===== src/rtl/imem_boot_ctrl.sv =====
// imem_boot_ctrl
// Boot loader for the instruction memory. Receives a framed byte stream
// (16-bit word count, little-endian instruction words, XOR checksum byte),
// writes each assembled word to the instruction memory and keeps the core
// in reset until a frame has been loaded and verified.

module imem_boot_ctrl #(
  parameter int DEPTH  = 1024,
  parameter int ADDR_W = 10
) (
  input  logic              clk,
  input  logic              rst,
  input  logic [7:0]        rx_data,
  input  logic              rx_valid,
  output logic              rx_ready,
  input  logic              load_req,
  output logic              imem_we,
  output logic [ADDR_W-1:0] imem_waddr,
  output logic [31:0]       imem_wdata,
  output logic              core_rst,
  output logic              busy,
  output logic              done,
  output logic              error,
  output logic [ADDR_W:0]   words_loaded
);

  localparam logic [2:0] S_HDR_LO = 3'd0;
  localparam logic [2:0] S_HDR_HI = 3'd1;
  localparam logic [2:0] S_DATA   = 3'd2;
  localparam logic [2:0] S_CSUM   = 3'd3;
  localparam logic [2:0] S_DONE   = 3'd4;
  localparam logic [2:0] S_ERROR  = 3'd5;

  // Word count is compared at 17 bits so DEPTH itself is representable.
  localparam logic [16:0] DEPTH_W = 17'(DEPTH);

  // Running checksum update: XOR of every instruction byte.
  function automatic logic [7:0] csum_update(input logic [7:0] acc, input logic [7:0] b);
    csum_update = acc ^ b;
  endfunction

  // Little-endian word assembly: the three earlier bytes sit in the shift
  // register as {b2,b1,b0}; the byte arriving now is b3.
  function automatic logic [31:0] assemble_word(input logic [23:0] low3, input logic [7:0] b3);
    assemble_word = {b3, low3};
  endfunction

  // Load is in progress in these states.
  function automatic logic is_loading(input logic [2:0] st);
    case (st)
      S_HDR_LO, S_HDR_HI, S_DATA, S_CSUM: is_loading = 1'b1;
      default:                            is_loading = 1'b0;
    endcase
  endfunction

  logic [2:0]        state_r;
  logic [2:0]        state_nxt_s;
  logic [15:0]       n_r;
  logic [1:0]        byte_cnt_r;
  logic [23:0]       shift_r;
  logic [7:0]        xor_r;
  logic [ADDR_W:0]   words_loaded_r;
  logic              imem_we_r;
  logic [ADDR_W-1:0] imem_waddr_r;
  logic [31:0]       imem_wdata_r;
  logic              core_rst_r;
  logic              busy_r;
  logic              done_r;
  logic              error_r;

  logic              rx_ready_s;
  logic              accept_s;
  logic [15:0]       n_full_s;
  logic              oversize_s;
  logic              word_done_s;
  logic              last_word_s;
  logic              clear_s;
  logic [ADDR_W:0]   words_next_s;

  // Handshake: ready is a pure state decode, forced low while in reset.
  always_comb begin
    rx_ready_s = is_loading(state_r) & ~rst;
    accept_s   = rx_valid & rx_ready_s;
  end

  // Header decode, word completion and reload qualifiers.
  always_comb begin
    n_full_s     = {rx_data, n_r[7:0]};
    oversize_s   = ({1'b0, n_full_s} > DEPTH_W);
    words_next_s = words_loaded_r + {{ADDR_W{1'b0}}, 1'b1};
    last_word_s  = (16'(words_next_s) == n_r);
    word_done_s  = (state_r == S_DATA) && accept_s && (byte_cnt_r == 2'd3);
    if ((state_r == S_DONE) || (state_r == S_ERROR)) begin
      clear_s = load_req;
    end else begin
      clear_s = 1'b0;
    end
  end

  // Next-state decode for the frame parser.
  always_comb begin
    state_nxt_s = state_r;
    case (state_r)
      S_HDR_LO: begin
        if (accept_s) begin
          state_nxt_s = S_HDR_HI;
        end else begin
          state_nxt_s = S_HDR_LO;
        end
      end
      S_HDR_HI: begin
        if (!accept_s) begin
          state_nxt_s = S_HDR_HI;
        end else if (oversize_s) begin
          state_nxt_s = S_ERROR;
        end else if (n_full_s == 16'd0) begin
          state_nxt_s = S_CSUM;
        end else begin
          state_nxt_s = S_DATA;
        end
      end
      S_DATA: begin
        if (word_done_s && last_word_s) begin
          state_nxt_s = S_CSUM;
        end else begin
          state_nxt_s = S_DATA;
        end
      end
      S_CSUM: begin
        if (!accept_s) begin
          state_nxt_s = S_CSUM;
        end else if (rx_data == xor_r) begin
          state_nxt_s = S_DONE;
        end else begin
          state_nxt_s = S_ERROR;
        end
      end
      S_DONE, S_ERROR: begin
        if (load_req) begin
          state_nxt_s = S_HDR_LO;
        end else begin
          state_nxt_s = state_r;
        end
      end
      default: begin
        state_nxt_s = S_HDR_LO;
      end
    endcase
  end

  // State register and status flags, all derived from the next state so
  // they change in the same cycle as the state itself.
  always_ff @(posedge clk) begin
    if (rst) begin
      state_r    <= S_HDR_LO;
      core_rst_r <= 1'b1;
      busy_r     <= 1'b1;
      done_r     <= 1'b0;
      error_r    <= 1'b0;
    end else begin
      state_r    <= state_nxt_s;
      core_rst_r <= (state_nxt_s != S_DONE);
      busy_r     <= is_loading(state_nxt_s);
      done_r     <= (state_nxt_s == S_DONE);
      error_r    <= (state_nxt_s == S_ERROR);
    end
  end

  // Header capture: low byte then high byte of the word count.
  always_ff @(posedge clk) begin
    if (rst) begin
      n_r <= 16'd0;
    end else if (accept_s && (state_r == S_HDR_LO)) begin
      n_r[7:0] <= rx_data;
    end else if (accept_s && (state_r == S_HDR_HI)) begin
      n_r[15:8] <= rx_data;
    end else begin
      n_r <= n_r;
    end
  end

  // Byte assembly and checksum accumulation; cleared on reset and reload so
  // a partial word never survives into the next frame.
  always_ff @(posedge clk) begin
    if (rst || clear_s) begin
      byte_cnt_r <= 2'd0;
      shift_r    <= 24'd0;
      xor_r      <= 8'd0;
    end else if (accept_s && (state_r == S_DATA)) begin
      byte_cnt_r <= byte_cnt_r + 2'd1;
      shift_r    <= {rx_data, shift_r[23:8]};
      xor_r      <= csum_update(xor_r, rx_data);
    end else begin
      byte_cnt_r <= byte_cnt_r;
      shift_r    <= shift_r;
      xor_r      <= xor_r;
    end
  end

  // Instruction memory write port: one-cycle strobe per completed word,
  // address and data held until the next word.
  always_ff @(posedge clk) begin
    if (rst) begin
      imem_we_r    <= 1'b0;
      imem_waddr_r <= {ADDR_W{1'b0}};
      imem_wdata_r <= 32'd0;
    end else if (word_done_s) begin
      imem_we_r    <= 1'b1;
      imem_waddr_r <= words_loaded_r[ADDR_W-1:0];
      imem_wdata_r <= assemble_word(shift_r, rx_data);
    end else begin
      imem_we_r    <= 1'b0;
      imem_waddr_r <= imem_waddr_r;
      imem_wdata_r <= imem_wdata_r;
    end
  end

  // Word counter doubles as the write address of the next word.
  always_ff @(posedge clk) begin
    if (rst || clear_s) begin
      words_loaded_r <= {(ADDR_W+1){1'b0}};
    end else if (word_done_s) begin
      words_loaded_r <= words_next_s;
    end else begin
      words_loaded_r <= words_loaded_r;
    end
  end

  assign rx_ready     = rx_ready_s;
  assign imem_we      = imem_we_r;
  assign imem_waddr   = imem_waddr_r;
  assign imem_wdata   = imem_wdata_r;
  assign core_rst     = core_rst_r;
  assign busy         = busy_r;
  assign done         = done_r;
  assign error        = error_r;
  assign words_loaded = words_loaded_r;

endmodule

===== config.mk =====
export PLATFORM = sky130hd
export DESIGN_NAME = imem_boot_ctrl
export DESIGN_NICKNAME = d
export VERILOG_FILES = /design/src/rtl/imem_boot_ctrl.sv
export SDC_FILE = /design/constraint.sdc
export NUM_CORES = 1
export LEC_CHECK = 0
export ABC_AREA = 1
export BUFFER_PORTS_ARGS = -buffer_cell sky130_fd_sc_hd__clkbuf_2
export CORE_MARGIN = 2
export CORE_UTILIZATION = 50
export DETAILED_ROUTE_END_ITERATION = 10
export PLACE_DENSITY = 0.8
export SETUP_SLACK_MARGIN = 0.1
export SYNTH_ARGS = -nofsm -noshare
export SYNTH_HDL_FRONTEND = slang
export SYNTH_SLANG_ARGS = --single-unit

===== constraint.sdc =====
create_clock -name clk -period 3.4 [get_ports clk]
set_input_delay 0.68 -clock clk [delete_from_list [all_inputs] [get_ports clk]]
set_output_delay 0.68 -clock clk [all_outputs]
set_load 0.02 [all_outputs]

Word level (Yosys, flattened, before mapping). Cells that the tools add are included.

Word-level logic and storage cells: 63. Input port bits: 12. ROM bits: 0. Memories kept: 0. Register bits: 111. Output and inout port bits: 59. Bits in writable memories: 0. Latch bits: 0.

Multiply operators: 0. Magnitude comparators: 1. Shift-type cells: 0. Bitwise logic cells: 5. Add/subtract/negate cells: 2. Div/mod/pow operators: 0. Equal/unequal tests: 14. Reduce and logical (&&, ||, !) cells: 14. Muxes and demuxes: 13.

Operators by type and width (number): == test 11 x 16 -> 1 bit (1); greater-than comparator 16 x 11 -> 1 bit, second input constant (1); zero test 16 bit (1); one-hot mux 3 bit (5 select lines) (1); == test 3 x 2 -> 1 bit, second input constant (4); == test 3 bit, second input constant (4); two-way mux 3 bit (4); adder 11 x 1 -> 11 bit, second input constant (1); == test 8 bit (1); two-way mux 1 bit (8); OR reduction 4 bit (2); bitwise XOR 8 bit (1); == test 3 x 1 -> 1 bit, second input constant (2); zero test 3 bit (2); logical AND 1 bit (5); inequality test 3 bit, second input constant (1); adder 2 x 1 -> 2 bit, second input constant (1); bitwise AND 1 bit (2); == test 2 bit, second input constant (1); logical OR 1 bit (2); NOT 1 bit (2); AND reduction 2 bit (1); OR reduction 2 bit (1).

Depth between registers and ports, before layout. Gate-level depths: netlist of the first run.

Depth after elaboration: 13. Mapped depth: 12. Mapped depth without buffers: 12.

Least setup slack after synthesis of the first run. Ideal clock, no wire load.

Kind: input port to flip-flop. Start point: in rst. End point: reg imem_wdata_r[2], in the netlist imem_wdata[2]. Arrival: 1.750 ns. Stages: 8. Required time: 3.284 ns. Library setup time: 0.116 ns. Setup slack: 1.534 ns. Path buffers: 2. Cell sequence: nor2_2 > nand2_4 > inv_2 > nand3_2 > buf_4 > clkbuf_1 > o21ai_0 > nor2_1.

Longest elaborated chain between the ends: 5.

RTL lines: start: declaration (line 12) `input logic rst,`; NOT 1 bit (line 82) `rx_ready_s = is_loading(state_r) & ~rst;`; bitwise AND 1 bit (line 82); bitwise AND 1 bit (line 83) `accept_s = rx_valid & rx_ready_s;`; logical AND 1 bit (2 in series) (line 92) `word_done_s = (state_r == S_DATA) && accept_s && (byte_cnt_r == 2'd3);`; end signal: assignment (line 210) `imem_wdata_r <= assemble_word(shift_r, rx_data);`; end signal: assignment (line 214) `imem_wdata_r <= imem_wdata_r;`; end: declaration (line 65) `logic [31:0] imem_wdata_r;`.

Parallel ways exist; a longest one is shown, timed or not. A chain may end at the register's enable or synchronous reset.

Final worst setup path of the first run.
Start point: reg words_loaded_r[0], in the netlist words_loaded[0]. End point: reg done_r, in the netlist done.

Longest elaborated chain between the ends: 6.

RTL lines: start: declaration (line 62) `logic [ADDR_W:0] words_loaded_r;`; start signal: assignment (line 221) `words_loaded_r <= {(ADDR_W+1){1'b0}};`; start signal: assignment (line 223) `words_loaded_r <= words_next_s;`; start signal: assignment (line 225) `words_loaded_r <= words_loaded_r;`; adder 11 x 1 -> 11 bit (line 90) `words_next_s = words_loaded_r + {{ADDR_W{1'b0}}, 1'b1};`; == test 11 x 16 -> 1 bit (line 91) `last_word_s = (16'(words_next_s) == n_r);`; logical AND 1 bit (line 123) `if (word_done_s && last_word_s) begin`; two-way mux 1 bit (line 123); one-hot mux 3 bit (5 select lines) (line 103) `case (state_r)`; == test 3 bit (line 164) `done_r <= (state_nxt_s == S_DONE);`; end signal: assignment (line 164); end: declaration (line 68) `logic done_r;`.

No other way between the ends.

==> results of run 1 <==
[synth_stat cells]
| cell | instances | area, sq um |
|---|---|---|
| a31oi_1 | 4 | 25.02 |
| inv_2 | 3 | 11.26 |
| nor2_1 | 107 | 401.6 |
| inv_1 | 44 | 165.2 |
| xnor2_1 | 6 | 52.55 |
| buf_4 | 1 | 7.510 |
| nand4_1 | 3 | 18.77 |
| nor2_2 | 1 | 6.260 |
| clkbuf_1 | 14 | 52.55 |
| o21ai_0 | 88 | 440.4 |
| nand2_2 | 1 | 6.260 |
| o21ai_2 | 1 | 8.760 |
| ha_1 | 2 | 25.02 |
| a211oi_1 | 5 | 37.54 |
| o21ai_1 | 4 | 20.02 |
| nand3_1 | 37 | 185.2 |
| nand3b_1 | 3 | 22.52 |
| a32oi_1 | 1 | 8.760 |
| nand3_2 | 1 | 10.01 |
| buf_6 | 1 | 11.26 |
| nor3_1 | 3 | 15.01 |
| dfxtp_1 | 111 | 2222 |
| nand2_4 | 1 | 11.26 |
| nand2_1 | 77 | 289.0 |
| nor2_4 | 1 | 11.26 |
| a21oi_1 | 49 | 245.2 |
| buf_2 | 12 | 60.06 |
| a221oi_1 | 1 | 8.760 |
| xor2_1 | 4 | 35.03 |
[cells by family after synthesis]
| family | synth area share, % |
|---|---|
| simple gates | 22.14 |
| compound gates | 18.00 |
| flops | 50.34 |
| buf+inv | 6.973 |
| xor+xnor | 1.984 |
| fa+ha+maj | 0.5668 |
[power by group]
part	internal (mW)	total (mW)	switching [mW]	leakage, nW
clock	0.373	0.834	0.462	0.105
sequential	1.31	1.32	0.00814	0.896
combinational	0.0363	0.117	0.0809	1.14
total	1.72	2.27	0.551	2.14
[cell type report]
type                    instances  share of cell area, %
flip-flops and latches        111                  44.28
multi-input cells             400                  37.55
clock inverters                 6                  1.496
clock buffers                  10                  2.742
inverters                      47                  3.515
well taps                     108                  2.693
repair buffers                 75                  7.729
[path summary, 6_finish.rpt]
kind	start	endpoint	slack, ns	cells past startpoint
setup / recovery	words_loaded[0]	done	1.30	10
hold / removal	n_r[14]	n_r[14]	0.47	2
setup reg to reg	words_loaded[0]	done	1.30	10
hold reg to reg	n_r[14]	n_r[14]	0.47	2
[critical path: stages, from the launching register on]
cell,delay [ns]
dfxtp_1,0.49
ha_1,0.27
nand2_1,0.13
nor2_1,0.30
nand3_1,0.16
nand3_1,0.11
nand2_1,0.06
nor2_1,0.10
nand4_1,0.20
nand3_1,0.14
inv_1,0.05
[cell usage in the layout, fill, tap and decap left out, types with 4 or more instances in the layout]
cell,count
nor2_1,107
clkbuf_8,10
a21oi_1,49
xor2_1,4
dfxtp_1,111
o21ai_1,4
buf_4,5
xnor2_1,6
a211oi_1,5
inv_1,44
nand3_1,37
clkbuf_2,70
o21ai_0,88
a31oi_1,4
nand2_1,77
[sequential cells by signal (all words and copies together) (netlist names), 2 cells and up]
signal,count
imem_waddr,10
byte_cnt_r,2
shift_r,24
xor_r,8
words_loaded,11
state_r,3
imem_wdata,32
n_r,16
[per-layer routing]
layer	vias up	share of wire (%)	track usage (%)
li1	2039	-	-
met1	1825	46	30.21
met2	132	45	33.77
met3	22	6.5	4.510
met4	0	2.7	10.36
met5	-	0	0
==> qor.csv, run 1 <==
stage,metric,value,unit
worst_setup_path,Worst Setup End Kind,flip-flop,
worst_setup_path,critical path class,reg2reg,
power,Peak supply drop,0.2668,mV
grt,initial antenna violation count,0,
cells_and_area,"Core Util, Final",58.11,%
placement,gpl congestion,0.9048,
cells_and_area,fill cell count,807,
timing,Final Hold Fails,0,
cts,Max Root-Sink Buffers,2,
cells_and_area,non-filler instance count after layout,757,
cells_and_area,multi-input logic area,0.001884,sq mm
timing,skew final,0.01391,ns
yosys,Ys Warns,0,
placement,port buffer count,70,
timing,RSZ-0062 raised after global routing,false,
placement,dpl ws,0.9725,ns
grt,grt total ovfl,0,
die,# IOs,71,
placement,DP HPWL,7.078,mm
grt,global-route wire length before repair,17.26,mm
grt,largest net degree at the start of global routing,59,
cells_and_area,ANT cells,0,
die,row count,34,
timing,Tcrit/Tclk final,61.90,%
die,Std-Cell Core Area,0.008636,sq mm
worst_hold_path,Hold Crit Class,reg2reg,
cells_and_area,sequential cell area,0.002222,sq mm
routing,DRT antenna net count,0,
cts,worst skew pair latency,0.38,ns
timing,fin crit period,2.105,ns
timing,Tightest Pin Transition,0.9351,ns
cts,H-tree lvl count,3,
routing,DRC,0,
routing,initial drt markers,274,
cts,root buf cell,clkbuf_8,
yosys,synthesized instance count,586,
die,die area,0.009596,sq mm
routing,Routed wire per std cell,13.52,um
grt,total track usage,22.13,%
cells_and_area,share of cells above drive strength 1,15.41,%
cts,cts hold-fix bufs,0,
cts,CTS Sinks,111,
cts,CTS tree,built,
routing,post-DR vias/cell,5.308,
routing,Post-Route WL,10.24,mm
die,die width,97.96,um
worst_setup_path,WP data required,3.67,ns
timing,Final setup viols,0,
power,leakage power,2.143,nW
flow_run,Max-cap violations,0,
timing,slew margin rel.,37.59,%
worst_setup_path,crit-path max FO,6,
cells_and_area,Layout area overhead,13.69,%
die,chip height,97.96,um
yosys,synth unique cells,29,
yosys,Mean Syn Cell Area,7.533,sq um
timing,Slew Limit Fails,0,
grt,vias in the first global route,3644,
cts,setup bufs post-CTS,0,
placement,placed cell area,0.004806,sq mm
timing,final setup margin,1.295,ns
yosys,mapped cell area,0.004414,sq mm
run_status,status,"finished, final reports clean",
routing,Vias,4018,
yosys,"Seq/Total Area, Yosys",50.34,%
cells_and_area,final net count,658,
routing,TritonRoute pass-1 iters,5,
power,Pwr per Cell Area,452.6,mW/mm^2
die,starting density of the core,51.12,%
cts,CTS buffer count,9,
cells_and_area,Final Cell Area,0.005019,sq mm
power,Pwr Total,2.272,mW
yosys,syn nets,600,
timing,FMAX,0.4751,GHz
yosys,number of synthesized register bits,111,
cts,Worst-path clk slew,0.10,ns
worst_setup_path,startpoint type of the worst setup path,flip-flop,
timing,Fin Hold WS,0.4701,ns
worst_setup_path,crit path DAT,2.38,ns
placement,Placed Cells,741,
timing,Setup TNS,0,ns
cts,Resized cells post-CTS,0,
Note: power is estimated with default switching activity, not from simulation.
==> inputs of run 2 (changes only) <==
--- a/config.mk
+++ b/config.mk
@@ -10,7 +10,7 @@
 export CORE_MARGIN = 2
 export CORE_UTILIZATION = 50
 export DETAILED_ROUTE_END_ITERATION = 10
-export PLACE_DENSITY = 0.8
+export PLACE_DENSITY = 0.83
 export SETUP_SLACK_MARGIN = 0.1
 export SYNTH_ARGS = -nofsm -noshare
 export SYNTH_HDL_FRONTEND = slang
==> constraint.sdc (replaced) <==
create_clock -name clk -period 1.75 [get_ports clk]
set_input_delay 0.35 -clock clk [delete_from_list [all_inputs] [get_ports clk]]
set_output_delay 0.35 -clock clk [all_outputs]
set_load 0.02 [all_outputs]
==> run 2 against run 1 <==
Effect of this change:
- power up 94%
- worst hold slack worse by 0.15 ns
- cell count up 3.7%
- die area unchanged
- critical path type unchanged
- critical endpoint is now error
- largest cell class unchanged
- largest power group unchanged
- highest routed layer unchanged
==> qor.csv, run 2 (same netlist as run 1, synthesis figures left out) <==
stage,metric,value,unit
run_status,status,"finished, final reports clean",
cells_and_area,Layout area overhead,21.60,%
timing,skew final,0.009304,ns
worst_hold_path,Hold Crit Class,in2reg,
worst_setup_path,crit-path max FO,4,
timing,Final setup viols,0,
timing,Tcrit/Tclk final,96.90,%
placement,dpl ws,-0.05177,ns
worst_setup_path,Worst Setup End Kind,flip-flop,
worst_setup_path,WP data required,2.06,ns
die,Std-Cell Core Area,0.008636,sq mm
power,Int Pwr,3.355,mW
routing,DRT antenna net count,0,
cells_and_area,most frequent cells in the layout,"dfxtp_1 (106), nor2_1 (102), o21ai_0 (87)",
placement,gpl congestion,0.9580,
die,die width,97.96,um
power,leakage power,2.294,nW
worst_hold_path,hold wc startpoint,rst,
routing,TritonRoute pass-1 iters,5,
cts,CTS tree,built,
cells_and_area,max FFs per register,32,
die,# IOs,71,
flow_run,Max-cap violations,0,
worst_setup_path,critical path class,reg2reg,
grt,global-route wire length before repair,17.57,mm
cts,Worst-path clk slew,0.10,ns
timing,final setup margin,0.05426,ns
cts,CTS Sinks,111,
routing,DRC,0,
routing,Vias,4312,
timing,RSZ-0062 raised after global routing,true,
worst_setup_path,CP startpoint,words_loaded[1],
die,row count,34,
power,Pwr per Cell Area,821.9,mW/mm^2
grt,largest net degree at the start of global routing,59,
worst_setup_path,critical path's slowest cell,dfxtp_4,
routing,post-DR vias/cell,5.493,
worst_setup_path,crit path DAT,2.00,ns
grt,grt total ovfl,0,
cells_and_area,share of cells above drive strength 1,21.57,%
die,chip height,97.96,um
timing,slew margin rel.,79.12,%
routing,initial drt markers,386,
grt,total track usage,22.36,%
power,sequential share of power,58.1,%
power,Pwr Total,4.412,mW
routing,Routed wire per std cell,14.17,um
cells_and_area,ANT cells,0,
power,Net Sw Frac,23.96,%
die,starting density of the core,51.12,%
placement,DP HPWL,7.632,mm
timing,Slew Limit Fails,0,
placement,port buffer count,70,
routing,Post-Route WL,11.13,mm
worst_setup_path,worst path cell trace,"ha_4, inv_4, nand2_2, nand2_1, nor2_1, nand2_1, nor2_1, nand3_1, nor2_1, nand4_1, a21oi_1",
cts,H-tree lvl count,3,
worst_setup_path,"slowest stage delay, CP",0.37,ns
worst_setup_path,most numerous cell on the critical path,nor2_1,
cells_and_area,final net count,686,
worst_setup_path,kind of cell adding the most delay to the critical path,simple AND/OR/NAND/NOR gates,
worst_setup_path,Worst R2R Start,words_loaded[1],
grt,initial antenna violation count,0,
worst_setup_path,crit path buf inv count,1,
timing,Tightest Pin Transition,0.3108,ns
timing,FMAX,0.5897,GHz
cts,CTS buffer count,9,
cts,cts hold-fix bufs,0,
cells_and_area,"commonest non-fill, non-tap cell in the layout",dfxtp_1,
timing,fin crit period,1.696,ns
cts,worst skew pair latency,0.37,ns
cts,root buf cell,clkbuf_8,
timing,Final Hold Fails,0,
die,die area,0.009596,sq mm
power,Peak supply drop,0.5719,mV
power,Clk pwr share,36.0,%
grt,vias in the first global route,3883,
power,Comb pwr share,5.8,%
worst_setup_path,startpoint type of the worst setup path,flip-flop,
power,switching power,1.057,mW
cts,Max Root-Sink Buffers,2,
==> run 2: power groups by stage <==
| stage | Combinational, mW | Clock [mW] | Sequential, mW |
|---|---|---|---|
| 3_3_place_gp | 0.244 | 0 | 2.62 |
| 5_1_grt | 0.286 | 1.70 | 2.57 |
| 2_1_floorplan | 0.150 | 0 | 2.62 |
| 3_5_place_dp | 0.248 | 0 | 2.62 |
| 4_1_cts | 0.250 | 1.60 | 2.56 |
| 6_report | 0.257 | 1.59 | 2.56 |
==> run 2: worst paths after layout <==
check / to / slack [ns] / cells after the start
max reg2reg: error / 0.05 / 11
max: error / 0.05 / 11
min: state_r[0] / 0.32 / 3
min reg2reg: shift_r[5] / 0.47 / 2
==> run 2: worst register-to-register path: cells and delay by family (launching register included) <==
family          cells  cell delay, ns
simple gates        8            0.75
flops               1            0.37
fa+ha+maj           1            0.27
compound gates      1            0.20
buf+inv             1            0.04
==> run 2: what timing repair did <==
item                                    4_1_cts  5_1_grt
endpoints found under the setup margin        4       19
gates resized for setup                      13       12
cloned                                        0        2
setup buffers                                 1        3
hold endpoints to repair                      0        0
pin swaps                                     3       11
==> run 2: final cells by class <==
cell class | instances | area, sq um
Clock buffer | 11 | 141.4
Clock inverter | 5 | 63.81
Fill cell | 741 | 3268
Inverter | 47 | 181.4
Multi-Input combinational cell | 400 | 1944
Sequential cell | 111 | 2231
Tap cell | 108 | 135.1
Timing Repair Buffer | 103 | 670.6
==> run 2: metal layers <==
layer / share of wire [%] / wire length (um) / up-vias / global-route usage (%)
li1: - / - / 2099 / -
met1: 43 / 4788 / 2018 / 29.02
met2: 47 / 5271 / 173 / 36.88
met3: 7.4 / 825 / 22 / 3.508
met4: 2.2 / 240 / 0 / 10.04
met5: 0 / 0 / - / 0
==> run 2: through the flow <==
| stage | utilization, % | TNS (ns) | cells | hold WS (ns) | instance area, sq um |
|---|---|---|---|---|---|
| floorplan | - | 0 | 586 | 0.4191 | 4417 |
| global placement | 58.03 | 0 | 763 | 0.4436 | 5011 |
| detailed placement | 58.03 | -0.06570 | 763 | 0.4540 | 5011 |
| CTS | 61.00 | 0 | 780 | 0.2885 | 5268 |
| global route | 62.16 | -0.3773 | 785 | 0.3160 | 5368 |
| finish | 62.16 | 0 | 785 | 0.3216 | 5368 |
